--- src/rtl/conv_pkg.sv ---
// Shared types, widths and arithmetic helpers for the convolution MAC engine.
package conv_pkg;

   localparam int unsigned DATA_W   = 8;
   localparam int unsigned WEIGHT_W = 8;
   localparam int unsigned ACC_W    = 24;
   localparam int unsigned OUT_W    = 16;
   localparam int unsigned NUM_CH   = 4;
   localparam int unsigned MAX_TAPS = 49;
   localparam int unsigned TAP_W    = 6;
   localparam int unsigned CH_W     = $clog2(NUM_CH);
   localparam int unsigned PROD_W   = DATA_W + 1 + WEIGHT_W;

   localparam int unsigned TAPS_3X3 = 9;
   localparam int unsigned TAPS_5X5 = 25;
   localparam int unsigned TAPS_7X7 = 49;

   typedef enum logic [1:0] {
      KS_3X3 = 2'b00,
      KS_5X5 = 2'b01,
      KS_7X7 = 2'b10,
      KS_BAD = 2'b11
   } ks_e;

   typedef enum logic [1:0] {
      IDLE,
      ACCUM,
      OUTPUT
   } state_e;

   typedef struct packed {
      logic [CH_W-1:0]            ch;
      logic [TAP_W-1:0]           addr;
      logic signed [WEIGHT_W-1:0] data;
   } weight_wr_t;

   localparam logic signed [ACC_W-1:0] SAT_MAX = ACC_W'((2 ** (OUT_W - 1)) - 1);
   localparam logic signed [ACC_W-1:0] SAT_MIN = ~SAT_MAX;

   function automatic logic [TAP_W-1:0] ks_taps(input ks_e ks);
      case (ks)
         KS_5X5:  return TAP_W'(TAPS_5X5);
         KS_7X7:  return TAP_W'(TAPS_7X7);
         default: return TAP_W'(TAPS_3X3);
      endcase
   endfunction

   // Clamp a full-width accumulator into the signed output range.
   function automatic logic signed [OUT_W-1:0] saturate(input logic signed [ACC_W-1:0] v);
      if (v > SAT_MAX) begin
         return OUT_W'(SAT_MAX);
      end else if (v < SAT_MIN) begin
         return OUT_W'(SAT_MIN);
      end else begin
         return OUT_W'(v);
      end
   endfunction

endpackage

--- src/rtl/mac_lane.sv ---
// One output channel: multiply, accumulate, and saturate (optional ReLU via CONV_RELU_EN).
module mac_lane
   import conv_pkg::*;
(
   input  logic                       clk,
   input  logic                       reset,
   input  logic                       clear,
   input  logic                       en,
   input  logic                       load,
   input  logic [DATA_W-1:0]          pixel,
   input  logic signed [WEIGHT_W-1:0] weight,
   output logic signed [OUT_W-1:0]    result
);

   logic signed [PROD_W-1:0] prod_c;
   logic signed [ACC_W-1:0]  acc;
   logic signed [ACC_W-1:0]  acc_next_c;
   logic signed [OUT_W-1:0]  lane_out_c;

   assign prod_c     = PROD_W'($signed({1'b0, pixel})) * PROD_W'(weight);
   assign acc_next_c = acc + ACC_W'(prod_c);

   // The result is taken from the sum including the final tap so it is ready on OUTPUT entry.
   always_comb begin
      lane_out_c = saturate(acc_next_c);
`ifdef CONV_RELU_EN
      if (lane_out_c[OUT_W-1]) begin
         lane_out_c = '0;
      end
`endif
   end

   always_ff @(posedge clk or posedge reset) begin
      if (reset) begin
         acc    <= '0;
         result <= '0;
      end else begin
         if (clear) begin
            acc <= '0;
         end else if (en) begin
            acc <= acc_next_c;
         end
         if (load) begin
            result <= lane_out_c;
         end
      end
   end

endmodule

--- src/rtl/conv_mac_engine.sv ---
// Streaming multi-channel convolution MAC: FSM, tap counter, weight store and handshakes.
// Optional build macro CONV_RELU_EN clamps negative lane results to zero.
module conv_mac_engine
   import conv_pkg::*;
(
   input  logic                       clk,
   input  logic                       reset,
   input  logic [1:0]                 kernel_size,
   input  logic                       start,
   input  logic                       in_valid,
   output logic                       in_ready,
   input  logic [DATA_W-1:0]          pixel_in,
   input  logic                       w_we,
   input  logic [CH_W-1:0]            w_ch,
   input  logic [TAP_W-1:0]           w_addr,
   input  logic [WEIGHT_W-1:0]        w_data,
   output logic                       out_valid,
   input  logic                       out_ready,
   output logic [NUM_CH*OUT_W-1:0]    out_data,
   output logic                       busy,
   output logic                       cfg_err
);

   state_e                     state;
   state_e                     next_state;
   logic [TAP_W-1:0]           tap_cnt;
   logic [TAP_W-1:0]           taps;
   logic signed [WEIGHT_W-1:0] wmem [NUM_CH][MAX_TAPS];
   weight_wr_t                 wr_c;
   logic                       start_ok_c;
   logic                       start_bad_c;
   logic                       accept_c;
   logic                       last_c;
   logic                       wr_ok_c;
   logic                       wr_bad_c;

   assign wr_c     = '{ch: w_ch, addr: w_addr, data: w_data};
   assign wr_ok_c  = w_we && (state == IDLE) && (wr_c.addr < TAP_W'(MAX_TAPS));
   assign wr_bad_c = w_we && !wr_ok_c;

   // Next-state and per-cycle control strobes.
   always_comb begin
      next_state  = state;
      start_ok_c  = 1'b0;
      start_bad_c = 1'b0;
      accept_c    = 1'b0;
      last_c      = 1'b0;
      case (state)
         IDLE: begin
            if (start) begin
               if (ks_e'(kernel_size) == KS_BAD) begin
                  start_bad_c = 1'b1;
               end else begin
                  start_ok_c = 1'b1;
                  next_state = ACCUM;
               end
            end
         end
         ACCUM: begin
            if (in_valid && in_ready) begin
               accept_c = 1'b1;
               if (tap_cnt == taps - TAP_W'(1)) begin
                  last_c     = 1'b1;
                  next_state = OUTPUT;
               end
            end
         end
         OUTPUT: begin
            if (out_valid && out_ready) begin
               next_state = IDLE;
            end
         end
         default: next_state = IDLE;
      endcase
   end

   always_ff @(posedge clk or posedge reset) begin
      if (reset) begin
         state     <= IDLE;
         tap_cnt   <= '0;
         taps      <= '0;
         in_ready  <= 1'b0;
         out_valid <= 1'b0;
         busy      <= 1'b0;
         cfg_err   <= 1'b0;
      end else begin
         state     <= next_state;
         in_ready  <= (next_state == ACCUM);
         out_valid <= (next_state == OUTPUT);
         busy      <= (next_state != IDLE);
         if (start_bad_c || wr_bad_c) begin
            cfg_err <= 1'b1;
         end
         if (start_ok_c) begin
            taps    <= ks_taps(ks_e'(kernel_size));
            tap_cnt <= '0;
         end else if (accept_c) begin
            tap_cnt <= tap_cnt + TAP_W'(1);
         end
      end
   end

   // Weight store is deliberately left unreset.
   always_ff @(posedge clk) begin
      if (wr_ok_c) begin
         wmem[wr_c.ch][wr_c.addr] <= wr_c.data;
      end
   end

   for (genvar c = 0; c < NUM_CH; c++) begin : g_lane
      logic signed [OUT_W-1:0] lane_result;

      mac_lane u_lane (
         .clk    (clk),
         .reset  (reset),
         .clear  (start_ok_c),
         .en     (accept_c),
         .load   (last_c),
         .pixel  (pixel_in),
         .weight (wmem[c][tap_cnt]),
         .result (lane_result)
      );

      assign out_data[c*OUT_W +: OUT_W] = lane_result;
   end

endmodule

--- config.mk ---
export PLATFORM = sky130hd
export DESIGN_NAME = conv_mac_engine
export DESIGN_NICKNAME = d
export VERILOG_FILES = /design/src/rtl/conv_pkg.sv /design/src/rtl/mac_lane.sv /design/src/rtl/conv_mac_engine.sv
export SDC_FILE = /design/constraint.sdc
export NUM_CORES = 2
export LEC_CHECK = 0
export BUFFER_PORTS_ARGS = -buffer_cell sky130_fd_sc_hd__buf_4
export CAP_MARGIN = 20
export CORE_MARGIN = 2
export CORE_UTILIZATION = 55
export CTS_BUF_LIST = sky130_fd_sc_hd__clkbuf_8
export CTS_CLUSTER_SIZE = 28
export DETAILED_ROUTE_END_ITERATION = 7
export HOLD_SLACK_MARGIN = 0.03
export PLACE_DENSITY = 0.68
export SYNTH_ARGS = -nofsm -noshare
export SYNTH_HDL_FRONTEND = slang
export SYNTH_HIERARCHICAL = 1
export SYNTH_SLANG_ARGS = --single-unit
--- constraint.sdc ---
create_clock -name clk -period 18.85 [get_ports clk]
set_clock_uncertainty 0.05 [all_clocks]
set_input_delay 0.9425 -clock clk [delete_from_list [all_inputs] [get_ports clk]]
set_output_delay 0.9425 -clock clk [all_outputs]
set_load 0.02 [all_outputs]
Yosys cells after proc, flatten, opt, wreduce, memory -nomap -nowiden. Memory sizes are Yosys's and may differ from the RTL's. Cells that the tools add are included.

Flip-flop bits (word level): 178. Memory bits (writable): 1568. Logic and storage cells: 111. Output and inout bits: 68. Input bits: 32. Memories kept: 1.

$mul: 4. Add/sub/neg operators: 6. Reduce and logical (&&, ||, !) cells: 11. Bitwise operators: 2. Magnitude comparators: 12. Mux-type cells: 52. Eq/ne operators: 8.

Memories: wmem (depth 4, width 392, rd ports 4, clocked after Yosys merged registers in 0, write ports 1, RTL line conv_mac_engine.sv:28) `logic signed [WEIGHT_W-1:0] wmem [NUM_CH][MAX_TAPS];`.

Operators with widths (count): two-way mux 392 bit (1); binary-select mux 8 bit (select 6 bit) (4); two-way mux 24 bit (8); two-way mux 16 bit (8); adder 24 x 17 -> 24 bit (4); > comparator 24 x 16 -> 1 bit (second input constant) (4); < comparator 24 x 16 -> 1 bit (second input constant) (4); two-way mux 8 bit (9); multiplier 9 x 8 -> 17 bit (4); demux 8 bit (select 6 bit) (1); >= comparator 7 bit (second input constant) (2); inverter 6 -> 7 bit (2); two-way mux 1 bit (12); two-way mux 6 bit (2); one-hot mux 6 bit (2 select lines) (1); two-way mux 2 bit (5); equality test 2 bit (second input constant) (4); < comparator 7 x 1 -> 1 bit (second input constant) (1); adder 6 x 1 -> 6 bit (second input constant) (1); equality test 2 x 1 -> 1 bit (second input constant) (3); equality test 6 bit (1); logical AND 1 bit (6); < comparator 6 bit (second input constant) (1); one-hot mux 2 bit (3 select lines) (1); other kinds (5) (6).

Depth between registers and ports, before layout.
Word-level depth: 9. Depth in mapped cells: 33. Depth with buffers taken out: 26.

Cells and area by module. Netlist, hierarchy kept.

Modules (own cells, without submodules): conv_mac_engine (area each 61829.3 um2, sequential area each 47485.5 um2, instances 1, cells each 2874); mac_lane (area each 4956.0 um2, sequential area each 1001.0 um2, instances 4, cells each 520).

Least setup slack after synthesis. No wires, ideal clock.

Path type: register to register. Start point: reg tap_cnt[1]. End point: reg g_lane[1].u_lane.result[0]. Path slack: 11390 ps. Library setup time: 131 ps. Required time: 18669 ps. Arrival: 7279 ps. Period minus slack after synthesis: 7460 ps. Stages on the path, launching flop included: 28. Path buffers: 5. Cell sequence: dfrtp_1 buf_4 buf_4 buf_2 clkbuf_1 mux4_2 mux2i_1 a21oi_1 nand3_1 nand3_1 clkinv_1 fa_1 inv_1 fa_1 fa_1 fa_1 fa_1 ha_1 a21o_1 a21oi_2 a21o_2 a21oi_2 or3_4 a211oi_2 nand4_1 o41ai_4 buf_6 o22ai_2.

Longest elaborated chain between the ends: 9. Elaborated cells between the ends (all ways): 14. Classes of those cells: 1 x add/sub; 1 x mul; 2 x order compare; 1 x eq/ne; 8 x mux; 1 x bitwise.

RTL lines: start, declared (RTL line conv_mac_engine.sv:26) `logic [TAP_W-1:0] tap_cnt;`; start signal, assigned (RTL line conv_mac_engine.sv:98) `tap_cnt <= tap_cnt + TAP_W'(1);`; inverter 6 -> 7 bit (implied by the code) (RTL line conv_mac_engine.sv:120) `.weight (wmem[c][tap_cnt]),`; binary-select mux 8 bit (select 6 bit) (RTL line conv_mac_engine.sv:120); two-way mux 8 bit (implied by the code) (2 in series) (RTL line conv_mac_engine.sv:120); multiplier 9 x 8 -> 17 bit (RTL line mac_lane.sv:20) `assign prod_c = PROD_W'($signed({1'b0, pixel})) * PROD_W'(weight);`; adder 24 x 17 -> 24 bit (RTL line mac_lane.sv:21) `assign acc_next_c = acc + ACC_W'(prod_c);`; < comparator 24 x 16 -> 1 bit (RTL line conv_pkg.sv:52) `end else if (v < SAT_MIN) begin`; two-way mux 16 bit (RTL line conv_pkg.sv:52); two-way mux 16 bit (RTL line conv_pkg.sv:50) `if (v > SAT_MAX) begin`; end signal, assigned (RTL line mac_lane.sv:44) `result <= lane_out_c;`; end, declared (RTL line mac_lane.sv:12) `output logic signed [OUT_W-1:0] result`.

Parallel ways exist; a longest one is shown, timed or not. The select of a mux whose other input is x is not followed. A chain may end at the register's enable or synchronous reset.

Worst setup path after layout.
Start point: reg tap_cnt[1]. End point: reg g_lane[3].u_lane.result[10].

Longest elaborated chain between the ends: 9. Elaborated cells between the ends (all ways): 14. Classes of those cells: 1 x add/sub; 1 x mul; 2 x order compare; 1 x eq/ne; 8 x mux; 1 x bitwise.

RTL lines (RTL line): inverter 6 -> 7 bit (implied by the code) (conv_mac_engine.sv:120); binary-select mux 8 bit (select 6 bit) (conv_mac_engine.sv:120); two-way mux 8 bit (implied by the code) (2 in series) (conv_mac_engine.sv:120); multiplier 9 x 8 -> 17 bit (mac_lane.sv:20); adder 24 x 17 -> 24 bit (mac_lane.sv:21); < comparator 24 x 16 -> 1 bit (conv_pkg.sv:52); two-way mux 16 bit (conv_pkg.sv:52); two-way mux 16 bit (conv_pkg.sv:50); end signal, assigned (mac_lane.sv:44); end, declared (mac_lane.sv:12).

Parallel ways exist; a longest one is shown, timed or not. The select of a mux whose other input is x is not followed.

==> impl_metrics.ini <==
[worst_setup_path]
regToRegEndpoint = g_lane[3].u_lane/result[10]
crit_top_cell = fa_1
critPathCapture = g_lane[3].u_lane/result[10]
crit_chain = buf_12, buf_4, mux4_2, mux2_2, nand2_1, a21oi_1, o221a_1, clkinv_1, fa_1, inv_1, fa_1, fa_1, fa_1, fa_1, ha_1, a21o_1, a21oi_2, a21o_2, a21oi_2, or3_4, a211oi_2, nand4_1, o41ai_4, o22ai_1
crit_path_top_delay_cell = o41ai_4
r2r.worst_path.cells = 24
critical_path.top_delay_family = adder cells
crit_required_ps = 19620
arrival_ps = 11040
path_class = register to register
r2r_setup_slack_ps = 8570
r2r-start = tap_cnt[1]
crit_cells = 24
crit_buf_inv = 4
critPathLaunchType = register
cp_max_fo = 119
max_stage_delay_ps = 920
worst_setup_path_end_kind = register
crit_start = tap_cnt[1]

[grt]
grt_pass1_vias = 45410
grt_usage_pct = 25.30
grt_max_degree = 134
antenna_found_initial = 6
grt_pass1_wl_um = 285300
overflow = 0

[routing]
dr_wl_met3_um = 14060
dr_wl_met2_um = 89910
ant_nets = 0
dr.first_iter.drc_count = 4201
top_layer = met5
routed_wl_um = 188400
routedWlPerCell_um = 25.73
vias = 44310
drc = 0
m1WireLength_um = 79350
post_drt_via_cell_ratio = 6.052
dr.pass1.iters = 6

[floorplan]
die_x_um = 389.3
fp.dieArea_um2 = 151600
rows = 141
start_util_pct = 55.36
io_pins = 100
core-area_um2 = 147500
dieHeight_um = 389.3

[logic_synthesis]
yosysMostFrequentCell = edfxtp_1
synth_edf_count = 1568
synth.distinct_cells = 64
syn-num-nets = 5499
synth_cells = 4954
synth_commonest_cells = 1,568 x edfxtp_1, 408 x nor2_1, 399 x mux4_2
synthDominantCellAreaShare_pct = 57.66
yosys.area.top_type = edfxtp_1
ys_seq_area_share_pct = 63.06
ys_top_cells_by_area = edfxtp_1 58%, mux4_2 11%, dfrtp_1 5.4%
ys.flop_type = edfxtp_1
yosysWarningCount = 6
async_flop_share_pct = 10.09
ys_ff_latch = 1744
syn_area_um2 = 81650
postSynthAreaPerCell_um2 = 16.48

[finish]
area_growth_pct = 9.618
nNetsFinal = 5738
drive_above_1_share_pct = 18.83
n_fill_cell = 10830
register_area_um2 = 51510
multi_input_area_um2 = 28010

[timing]
timing.final.hold_violations = 0
max_slew.worst_pin.slew_ps = 1130
max_freq_ghz = 0.09731
setup-tns-final_ps = 0
fin_crit_sh_pct = 54.51
rsz0062_at_grt = false
period_needed_ps = 10280
slew_viol_final = 0
finalSetupViolCount = 0
maxSlewHeadroom_pct = 24.67

[clocking]
cts_tree = built
htree_levels = 5
clk_pin_slew_worst_paths_ps = 60
insertion_delay_ps = 1010
cts_root_buf = clkbuf_8
cts_resized = 0
post_cts_buffers = 0
cts_made_buffers = 301
clock_path_buffers = 4
ctsHoldBuffers = 0
clock-sinks = 1744

[place]
numPortBuffers = 99
dp_hpwl_um = 120300
place_congestion = 0.8279

[run]
max-cap-violations = 0

[min_path]
hold_path.class = input pin to asynchronous set/reset pin

[outcome]
status = finished, final reports clean
[stage by stage]
step	cell area, µm²	hold WS [ps]	instances	utilization, %	worst slack (ps)
floorplan	81650	436.3	4954	-	11390
global placement	84220	456.0	6819	57.11	8823
detailed placement	84220	461.5	6819	57.11	8642
CTS	89500	53.26	7319	60.68	8649
global route	89510	88.76	7321	60.69	8191
finish	89510	108.7	7321	60.69	8574
[cells in the final DEF, fill, tap and decap left out, drive strengths merged, types with 15 or more instances in the layout]
cell,synthesis,routed
edfxtp,1568,1568
nor2,409,409
mux4,399,399
inv,286,375
clkbuf,111,317
ha,309,309
nand2,253,253
fa,204,204
mux2i,194,194
dfrtp,176,176
buf,102,148
and2,125,125
o21ai,117,117
a21oi,92,92
clkinv,4,89
xnor2,65,65
o22ai,64,64
a22oi,48,48
nand2b,43,43
a21o,41,41
nor3,32,32
mux2,31,31
a211oi,31,31
nand3,30,30
o211ai,30,30
xor2,28,28
a31oi,22,22
nor2b,15,15
[sequential cells by signal, summed over array words and instances, names as in the netlist, 2 cells and up]
| signal | flops |
|---|---|
| wmem | 1568 |
| g_lane.u_lane/acc | 96 |
| g_lane.u_lane/result | 64 |
| tap_cnt | 6 |
| taps | 4 |
| state | 2 |
[layout make-up]
class,count,share of cell area [%]
sequential,1744,57.54
multi-input combinational,2707,31.29
clock buffer,316,4.859
tap,1930,2.698
timing repair buffer,149,1.350
inverter,290,1.216
clock inverter,184,1.036
antenna,1,0.002796
[worst min-delay path by stage]
stage | startpoint | to | slack (ps)
finish | reset | g_lane[1].u_lane/acc[18] | 110
global route | reset | g_lane[1].u_lane/acc[20] | 90
CTS | reset | g_lane[1].u_lane/acc[18] | 50
detailed placement | g_lane[1].u_lane/acc[13] | g_lane[1].u_lane/acc[13] | 460
global placement | g_lane[3].u_lane/acc[2] | g_lane[3].u_lane/acc[2] | 460
floorplan | g_lane[0].u_lane/acc[13] | g_lane[0].u_lane/acc[13] | 440
[cells by family (layout without fill, tap and decap cells)]
kind of cell / Yosys count / after routing / synth area share, %
xor gates and xnor gates: 93 / 93 / 0.9976
DFF: 1744 / 1744 / 63.06
other: 0 / 1 / 0
and+or+nand+nor: 976 / 976 / 5.503
buffers and inverters: 503 / 939 / 2.682
AOI/OAI and AO/OA: 501 / 501 / 4.212
muxes: 624 / 624 / 13.81
adders and majority gates: 513 / 513 / 9.736
[per-layer routing]
metal  track usage, %  vias to the layer above
li1                 -                    19370
met1            35.89                    22900
met2            39.82                     1717
met3            5.232                      315
met4            7.815                        2
met5                0                        -
Power is left out: the tool's default activity adds up to more than one toggle a clock period on the data nets, which glitch-free logic cannot reach.
